`config.mk`:
```
export PLATFORM = sky130hd
export DESIGN_NAME = ripple_count_capture
export DESIGN_NICKNAME = d
export VERILOG_FILES = /design/src/rtl/ripple_cap_pkg.sv /design/src/rtl/stable_sync.sv /design/src/rtl/ripple_count_capture.sv
export SDC_FILE = /design/constraint.sdc
export NUM_CORES = 1
export LEC_CHECK = 0
export CAP_MARGIN = 15
export CORE_ASPECT_RATIO = 1.5
export CORE_MARGIN = 2
export CORE_UTILIZATION = 45
export DETAILED_ROUTE_END_ITERATION = 6
export PLACE_DENSITY = 0.71
export SYNTH_ARGS = -nofsm -noshare
export SYNTH_HDL_FRONTEND = slang
export SYNTH_SLANG_ARGS = --single-unit
export TNS_END_PERCENT = 10
```
`constraint.sdc`:
```
create_clock -name clk -period 3.8 [get_ports clk]
set_input_delay 0.76 -clock clk [delete_from_list [all_inputs] [get_ports clk]]
set_output_delay 0.76 -clock clk [all_outputs]
set_load 0.02 [all_outputs]
```
`src/rtl/ripple_cap_pkg.sv`:
```
// Shared defaults, FSM state encoding and modulo-delta helper for ripple_count_capture.
package ripple_cap_pkg;

  localparam int unsigned DefCntW       = 4;
  localparam int unsigned DefAccW       = 16;
  localparam int unsigned DefSyncStages = 2;
  localparam int unsigned DefStableCyc  = 2;

  typedef logic [0:0] cap_state_t;
  localparam cap_state_t PRIME = 1'b0;
  localparam cap_state_t RUN   = 1'b1;

  // Forward distance from prev to cur on a counter that wraps at 2^width.
  function automatic logic [31:0] mod_delta(input logic [31:0] cur, input logic [31:0] prev,
                                            input int unsigned width);
    logic [31:0] mask;
    mask = (width >= 32) ? '1 : ((32'd1 << width) - 32'd1);
    return (cur - prev) & mask;
  endfunction

endpackage

```
`src/rtl/stable_sync.sv`:
```
// Per-bit synchronizer chain followed by a stability filter; emits one accept pulse
// per run of STABLE_CYC identical synchronized samples.
module stable_sync
  import ripple_cap_pkg::*;
#(
  parameter int unsigned W           = DefCntW,
  parameter int unsigned SYNC_STAGES = DefSyncStages,
  parameter int unsigned STABLE_CYC  = DefStableCyc
) (
  input  logic         clk,
  input  logic         rst,
  input  logic [W-1:0] i_raw,
  output logic         o_accept,
  output logic [W-1:0] o_value
);

  localparam logic [2:0] FillMax = 3'(SYNC_STAGES + 1);
  localparam logic [2:0] RunMax  = 3'(STABLE_CYC);

  logic [W-1:0] r_sync [SYNC_STAGES];
  logic [W-1:0] r_prev;
  logic [2:0]   r_fill;
  logic [2:0]   r_run;
  logic [W-1:0] w_s;
  logic         w_filled;
  logic         w_same;

  assign w_s = r_sync[SYNC_STAGES-1];

  // Ignore the reset zeros still draining out of the chain so they are never accepted.
  assign w_filled = (r_fill == FillMax);
  assign w_same   = w_filled && (w_s == r_prev);

  always_ff @(posedge clk or posedge rst) begin
    if (rst) begin
      for (int i = 0; i < SYNC_STAGES; i++) begin
        r_sync[i] <= '0;
      end
      r_prev <= '0;
      r_fill <= '0;
      r_run  <= '0;
    end else begin
      r_sync[0] <= i_raw;
      for (int i = 1; i < SYNC_STAGES; i++) begin
        r_sync[i] <= r_sync[i-1];
      end
      r_prev <= w_s;
      if (!w_filled) begin
        r_fill <= r_fill + 3'd1;
      end
      if (!w_same) begin
        r_run <= '0;
      end else if (r_run != RunMax) begin
        r_run <= r_run + 3'd1;
      end
    end
  end

  // Fires only on the cycle the run counter reaches RunMax, then saturates.
  assign o_accept = w_same && (r_run == RunMax - 3'd1);
  assign o_value  = w_s;

endmodule

```
`src/rtl/ripple_count_capture.sv`:
```
// Captures an asynchronous ripple counter, converts accepted values into deltas and totals them.
// Define RIPPLE_CAP_OVF_EN for a wrapping total with a sticky ovf output instead of saturation.
module ripple_count_capture
  import ripple_cap_pkg::*;
#(
  parameter int unsigned CNT_W       = DefCntW,
  parameter int unsigned ACC_W       = DefAccW,
  parameter int unsigned SYNC_STAGES = DefSyncStages,
  parameter int unsigned STABLE_CYC  = DefStableCyc
) (
  input  logic             clk,
  input  logic             rst,
  input  logic             clr,
  input  logic [CNT_W-1:0] ripple_q,
  input  logic [ACC_W-1:0] thresh,
  output logic             upd,
  output logic [CNT_W-1:0] delta,
  output logic [ACC_W-1:0] total,
  output logic             thresh_hit,
  output logic             primed
`ifdef RIPPLE_CAP_OVF_EN
  ,
  output logic             ovf
`endif
);

  localparam int unsigned SumW = ACC_W + 1;

  cap_state_t       r_state;
  logic [CNT_W-1:0] r_last;
  logic [CNT_W-1:0] r_delta;
  logic [ACC_W-1:0] r_total;
  logic             r_upd;
  logic             r_hit;

  logic             w_acc;
  logic [CNT_W-1:0] w_acc_val;
  logic [CNT_W-1:0] w_d;
  logic [ACC_W:0]   w_sum;
  logic [ACC_W-1:0] w_total_nxt;

  stable_sync #(
    .W           (CNT_W),
    .SYNC_STAGES (SYNC_STAGES),
    .STABLE_CYC  (STABLE_CYC)
  ) u_stable_sync (
    .clk      (clk),
    .rst      (rst),
    .i_raw    (ripple_q),
    .o_accept (w_acc),
    .o_value  (w_acc_val)
  );

  assign w_d   = CNT_W'(mod_delta(32'(w_acc_val), 32'(r_last), CNT_W));
  assign w_sum = {1'b0, r_total} + SumW'(w_d);

`ifdef RIPPLE_CAP_OVF_EN
  assign w_total_nxt = w_sum[ACC_W-1:0];
`else
  assign w_total_nxt = w_sum[ACC_W] ? '1 : w_sum[ACC_W-1:0];
`endif

  always_ff @(posedge clk or posedge rst) begin
    if (rst) begin
      r_state <= PRIME;
      r_last  <= '0;
      r_delta <= '0;
      r_total <= '0;
      r_upd   <= 1'b0;
      r_hit   <= 1'b0;
    end else begin
      r_upd <= 1'b0;
      r_hit <= r_hit | (r_total >= thresh);
      // clr takes priority and swallows any coincident accept.
      if (clr) begin
        r_state <= PRIME;
        r_total <= '0;
        r_hit   <= 1'b0;
      end else if (w_acc) begin
        unique case (r_state)
          PRIME: begin
            r_last  <= w_acc_val;
            r_state <= RUN;
          end
          RUN: begin
            r_last  <= w_acc_val;
            r_total <= w_total_nxt;
            if (w_d != '0) begin
              r_delta <= w_d;
              r_upd   <= 1'b1;
            end
          end
        endcase
      end
    end
  end

`ifdef RIPPLE_CAP_OVF_EN
  logic r_ovf;

  always_ff @(posedge clk or posedge rst) begin
    if (rst) begin
      r_ovf <= 1'b0;
    end else if (clr) begin
      r_ovf <= 1'b0;
    end else if (w_acc && (r_state == RUN) && w_sum[ACC_W]) begin
      r_ovf <= 1'b1;
    end
  end

  assign ovf = r_ovf;
`endif

  assign upd        = r_upd;
  assign delta      = r_delta;
  assign total      = r_total;
  assign thresh_hit = r_hit;
  assign primed     = (r_state == RUN);

endmodule
```
After elaboration in Yosys (flattened, before gate mapping) --
Cells that the tools add are included.
Storage, ports and cells: bits in registers 45, input port bits 23, output and inout port bits 23, logic and storage cells 44
Operators by class: add/subtract/negate cells 4, $lt $le $gt $ge 1, equality and inequality tests 5, mux-type cells 13, bitwise gates (word level) 2, reduce and logical (&&, ||, !) cells 8
Operators with widths (count):
- $mux 16 | 4
- $add 16x4->17 | 1
- $ge 16x16->1 | 1
- $mux 1 | 7
- $add 3x1->3 const B | 2
- $mux 3 | 2
- $eq 4x4->1 | 1
- $reduce_and 2->1 | 2
- $reduce_and 4->1 | 1
- $reduce_bool 2->1 | 2
- $reduce_bool 4->1 | 1
- $sub 4x4->4 | 1
- $eq 3x1->1 const B | 1
- $eq 3x2->1 const B | 1
- $ne 3x2->1 const B | 1
- $logic_and 1x1->1 | 2
- $ne 2x2->1 const B | 1
- $not 1->1 | 1
- $or 1x1->1 | 1

Logic depth before layout (Yosys ltp) --
word-level depth 6, depth in mapped cells 13

By module --
Synthesis repeated with hierarchy kept, for this count alone.
Second synthesis, totals: cell total of the unflattened synthesis 262, area total of the unflattened synthesis 2672.6 µm²
By module, submodules not included:
- ripple_count_capture | times used 1, cells an instance 211, area each 1970.6 µm², sequential area each 675.6 µm²
- stable_sync | times used 1, cells an instance 51, area each 701.9 µm², sequential area each 450.4 µm²

Worst setup path before layout --
OpenSTA, ideal clock, no wires.
kind reg-to-reg, start register u_stable_sync.r_sync, in the netlist u_stable_sync.o_value[1], end register r_total[13] (netlist: total[13]), library setup time 126 ps, data arrival time 2742 ps, required time 3674 ps, setup slack 932 ps, stages on the path, launching flop included 11, path buffers 0, cell sequence dfrtp_1 > ha_1 > a21o_1 > a21o_1 > xor2_1 > inv_1 > ha_1 > nand3_1 > o211ai_1 > nand3_1 > o311a_1
On the way: longest elaborated chain between the ends 6, elaborated cells between the ends (all ways) 11
RTL lines:
- start: declaration | RTL line stable_sync.sv:20 | logic [W-1:0] r_sync [SYNC_STAGES];
- start signal: indexed assignment | RTL line stable_sync.sv:45 | r_sync[i] <= r_sync[i-1];
- $sub 4x4->4 | RTL line ripple_cap_pkg.sv:18 | return (cur - prev) & mask;
- net w_d[3] | RTL line ripple_count_capture.sv:38 | logic [CNT_W-1:0] w_d;
- $add 16x4->17 | RTL line ripple_count_capture.sv:55 | assign w_sum = {1'b0, r_total} + SumW'(w_d);
- $mux 16 | RTL line ripple_count_capture.sv:60 | assign w_total_nxt = w_sum[ACC_W] ? '1 : w_sum[ACC_W-1:0];
- $mux 16 | RTL line ripple_count_capture.sv:80 | unique case (r_state)
- $mux 16 | RTL line ripple_count_capture.sv:79 | end else if (w_acc) begin
- $mux 16 | RTL line ripple_count_capture.sv:75 | if (clr) begin
- end signal: assignment | RTL line ripple_count_capture.sv:87 | r_total <= w_total_nxt;
- end: declaration | RTL line ripple_count_capture.sv:32 | logic [ACC_W-1:0] r_total;
The timed path passes the listed nets, and every way through them passes these cells. The select of a mux whose other input is x is not followed. A chain may end at the register's enable or synchronous reset.

Worst setup path after layout --
Ends and elaborated chain as after synthesis.

==> qor.txt <==
Vias per inst = 5.45
WS Path Type = reg -> reg
DRT iter0 DRCs = 108
Rel. slew slack = 56.2%
Final wirelength = 5.36 mm
Clock root cell = clkbuf_8
Total Power = 0.986 mW
Synth Cell Area = 0.00264 sq mm
# rows = 34
Final core utilization = 57.6%
Share of layout cells above drive strength 1 = 7.64%
Nature of the critical path endpoint = flip-flop
Crit path DAT = 3.43 ns
Unrepaired setup endpoints after global routing = no
Post-route cell area = 0.00331 sq mm
Post-synth top flop = dfrtp_1
Max Cap Viol = 0
Fin crit period = 3.23 ns
Synthesized flop and latch total = 45
Worst-path clk slew = 0.10 ns
Postcts setup bufs = 0
Required time of the critical path = 4.00 ns
Syn-to-layout area delta = 25.1%
Maximum vdd drop = 0.000273 V
Final hold vios = 0
CTS Hold Bufs = 0
CTS tree = yes
Outcome = completed
F_max = 309 MHz
Most frequent cells in the layout = dfrtp_1, clkdlybuf4s50_1, inv_1
Critical-path maximum fanout = 7
Overall die width = 66.6 microns
Skew final = 0.0132 ns
Die Ht = 97.9 microns
Hold_sp = u_stable_sync.r_sync[7]$_DFF_PP0_
Vias in the first global route = 2131
DP HPWL = 4.17 mm
Initial core utilization = 46.0%
Fin worst setup slack = 0.567 ns
Worst hold path class = reg -> reg
Number of diodes = 0
Final ANT Viol Nets = 0
Yosys warning count = 0
GPL Wtd Cong = 0.827
Worst hold margin = 0.356 ns
Largest net degree at the start of global routing = 30
Routed via count = 2102
Share of the synthesized area in the top cell type = 42.6%
Reg2reg start = u_stable_sync.o_value[1]$_DFF_PP0_
Gr ovfl total = 0
Syn Nets = 315
# H-tree levels = 2
Pwr Density = 298 mW/mm^2
Lkg Pwr = 1.49 nW
Clk_lat worst skew = 0.31 ns
CORE AREA = 0.00574 sq mm
Yosys cell types = 50
First-pass DRT Iterations = 4
Clock buffer depth = 2
Placement Setup Slack = 0.605 ns
Port buffer count = 45
DR DRC count = 0
Worst setup path startpoint = u_stable_sync.o_value[1]$_DFF_PP0_
Sequential area share after synthesis = 42.6%
First-pass GRT wire length = 9.50 mm
Max-slew violations = 0
Final setup vio count = 0
DR WL/cell = 13.9 microns
Syn_area_per_cell = 10.1 sq um
Setup_tns = 0 ns
CTS resizes = 0
Number of synthesized flops with an enable pin = 0
Placed cell area = 0.00319 sq mm
Filler-free cell count of the finished design = 386
Largest cells by area after synthesis = dfrtp_1, ha_1, inv_1
Initial antenna violation count = 0
Dpl cells = 378
Cts bufs inserted = 5
Measured slew at the worst slew-check pin = 0.653 ns
Share of flip-flops with an asynchronous set or reset = 100%
Type of origin of the critical path = flip-flop
Final Cycle Share = 85.1%
DIE AREA = 0.00651 sq mm
Syn Inst Count = 262
Nets = 366
GRT Total Usage = 18.6%
Cell accounting for the most synthesized area = dfrtp_1
I/O Pins = 46
CTS sink cnt = 45
[path summary, 6_finish.rpt]
check                      slack (ns)  cells past startpoint                                  to
max                              0.57                     10               total[13]$_DFFE_PP0P_
min                              0.36                      0  u_stable_sync.o_value[3]$_DFF_PP0_
max reg2reg                      0.57                     10               total[13]$_DFFE_PP0P_
min reg2reg                      0.36                      0  u_stable_sync.o_value[3]$_DFF_PP0_
max in group asynchronous        2.31                      3                delta[1]$_DFFE_PP0P_
min in group asynchronous        0.76                      2               total[15]$_DFFE_PP0P_
[kinds of logic (layout without fill, tap and decap cells)]
kind of cell | Yosys count | count (layout) | share of synthesized area, %
mux | 8 | 8 | 3.27
flops | 45 | 45 | 42.6
buf+inv | 43 | 95 | 6.16
xor+xnor | 11 | 11 | 3.65
simple gates | 68 | 68 | 14.5
compound gates | 57 | 57 | 15.1
fa+ha+maj | 30 | 30 | 14.8
[flip-flops by register name, indices dropped and copies added, names as in the netlist]
name,flops
u_stable_sync.r_sync,4
total,16
u_stable_sync.r_prev,4
r_last,4
delta,4
u_stable_sync.r_fill,3
upd,1
u_stable_sync.o_value,4
thresh_hit,1
u_stable_sync.r_run,3
primed,1
[final cells by class]
class / instances / area [sq um]
fillers: 507 / 2440
multi-input cells: 174 / 1350
flip-flops and latches: 45 / 1130
repair buffers: 48 / 473
inverters: 39 / 146
well taps: 72 / 90.1
clock buffers: 5 / 68.8
clock inverters: 3 / 47.5
[critical path, cell delays in order (launching register included)]
cell and delay (ns):
dfrtp_1 0.46, ha_1 0.29, a21o_1 0.18, a21o_1 0.18
xor2_1 0.27, inv_1 0.13, ha_1 0.38, nand3_1 0.11
o211ai_1 0.45, nand3_1 0.29, o311a_1 0.40
[routing by layer]
layer / track usage (%) / wire length [microns]
met4: 8.01 / 152
met3: 2.76 / 158
met1: 22.6 / 2230
met5: 0 / 0
met2: 32.0 / 2820
[power by group]
group / switching (mW) / internal (mW) / total, mW / leakage, nW
combinational: 0.0574 / 0.0524 / 0.110 / 0.849
clock: 0.179 / 0.201 / 0.380 / 0.0591
sequential: 0.00707 / 0.489 / 0.496 / 0.579
[cell usage after synthesis (all sizes together), types with 2 or more instances]
| master | number |
|---|---|
| a211oi | 6 |
| a21o | 5 |
| a21oi | 12 |
| a221oi | 3 |
| a31oi | 3 |
| and3 | 3 |
| and4 | 3 |
| clkbuf | 3 |
| dfrtp | 45 |
| fa | 2 |
| ha | 28 |
| inv | 39 |
| mux2 | 5 |
| mux2i | 3 |
| nand2 | 6 |
| nand2b | 2 |
| nand3 | 12 |
| nand4 | 4 |
| nor2 | 15 |
| nor2b | 5 |
| nor3 | 11 |
| nor3b | 2 |
| o211ai | 4 |
| o21a | 2 |
| o21ai | 11 |
| o21bai | 2 |
| xnor2 | 7 |
| xor2 | 4 |
Power figures use the tool's default switching activity.
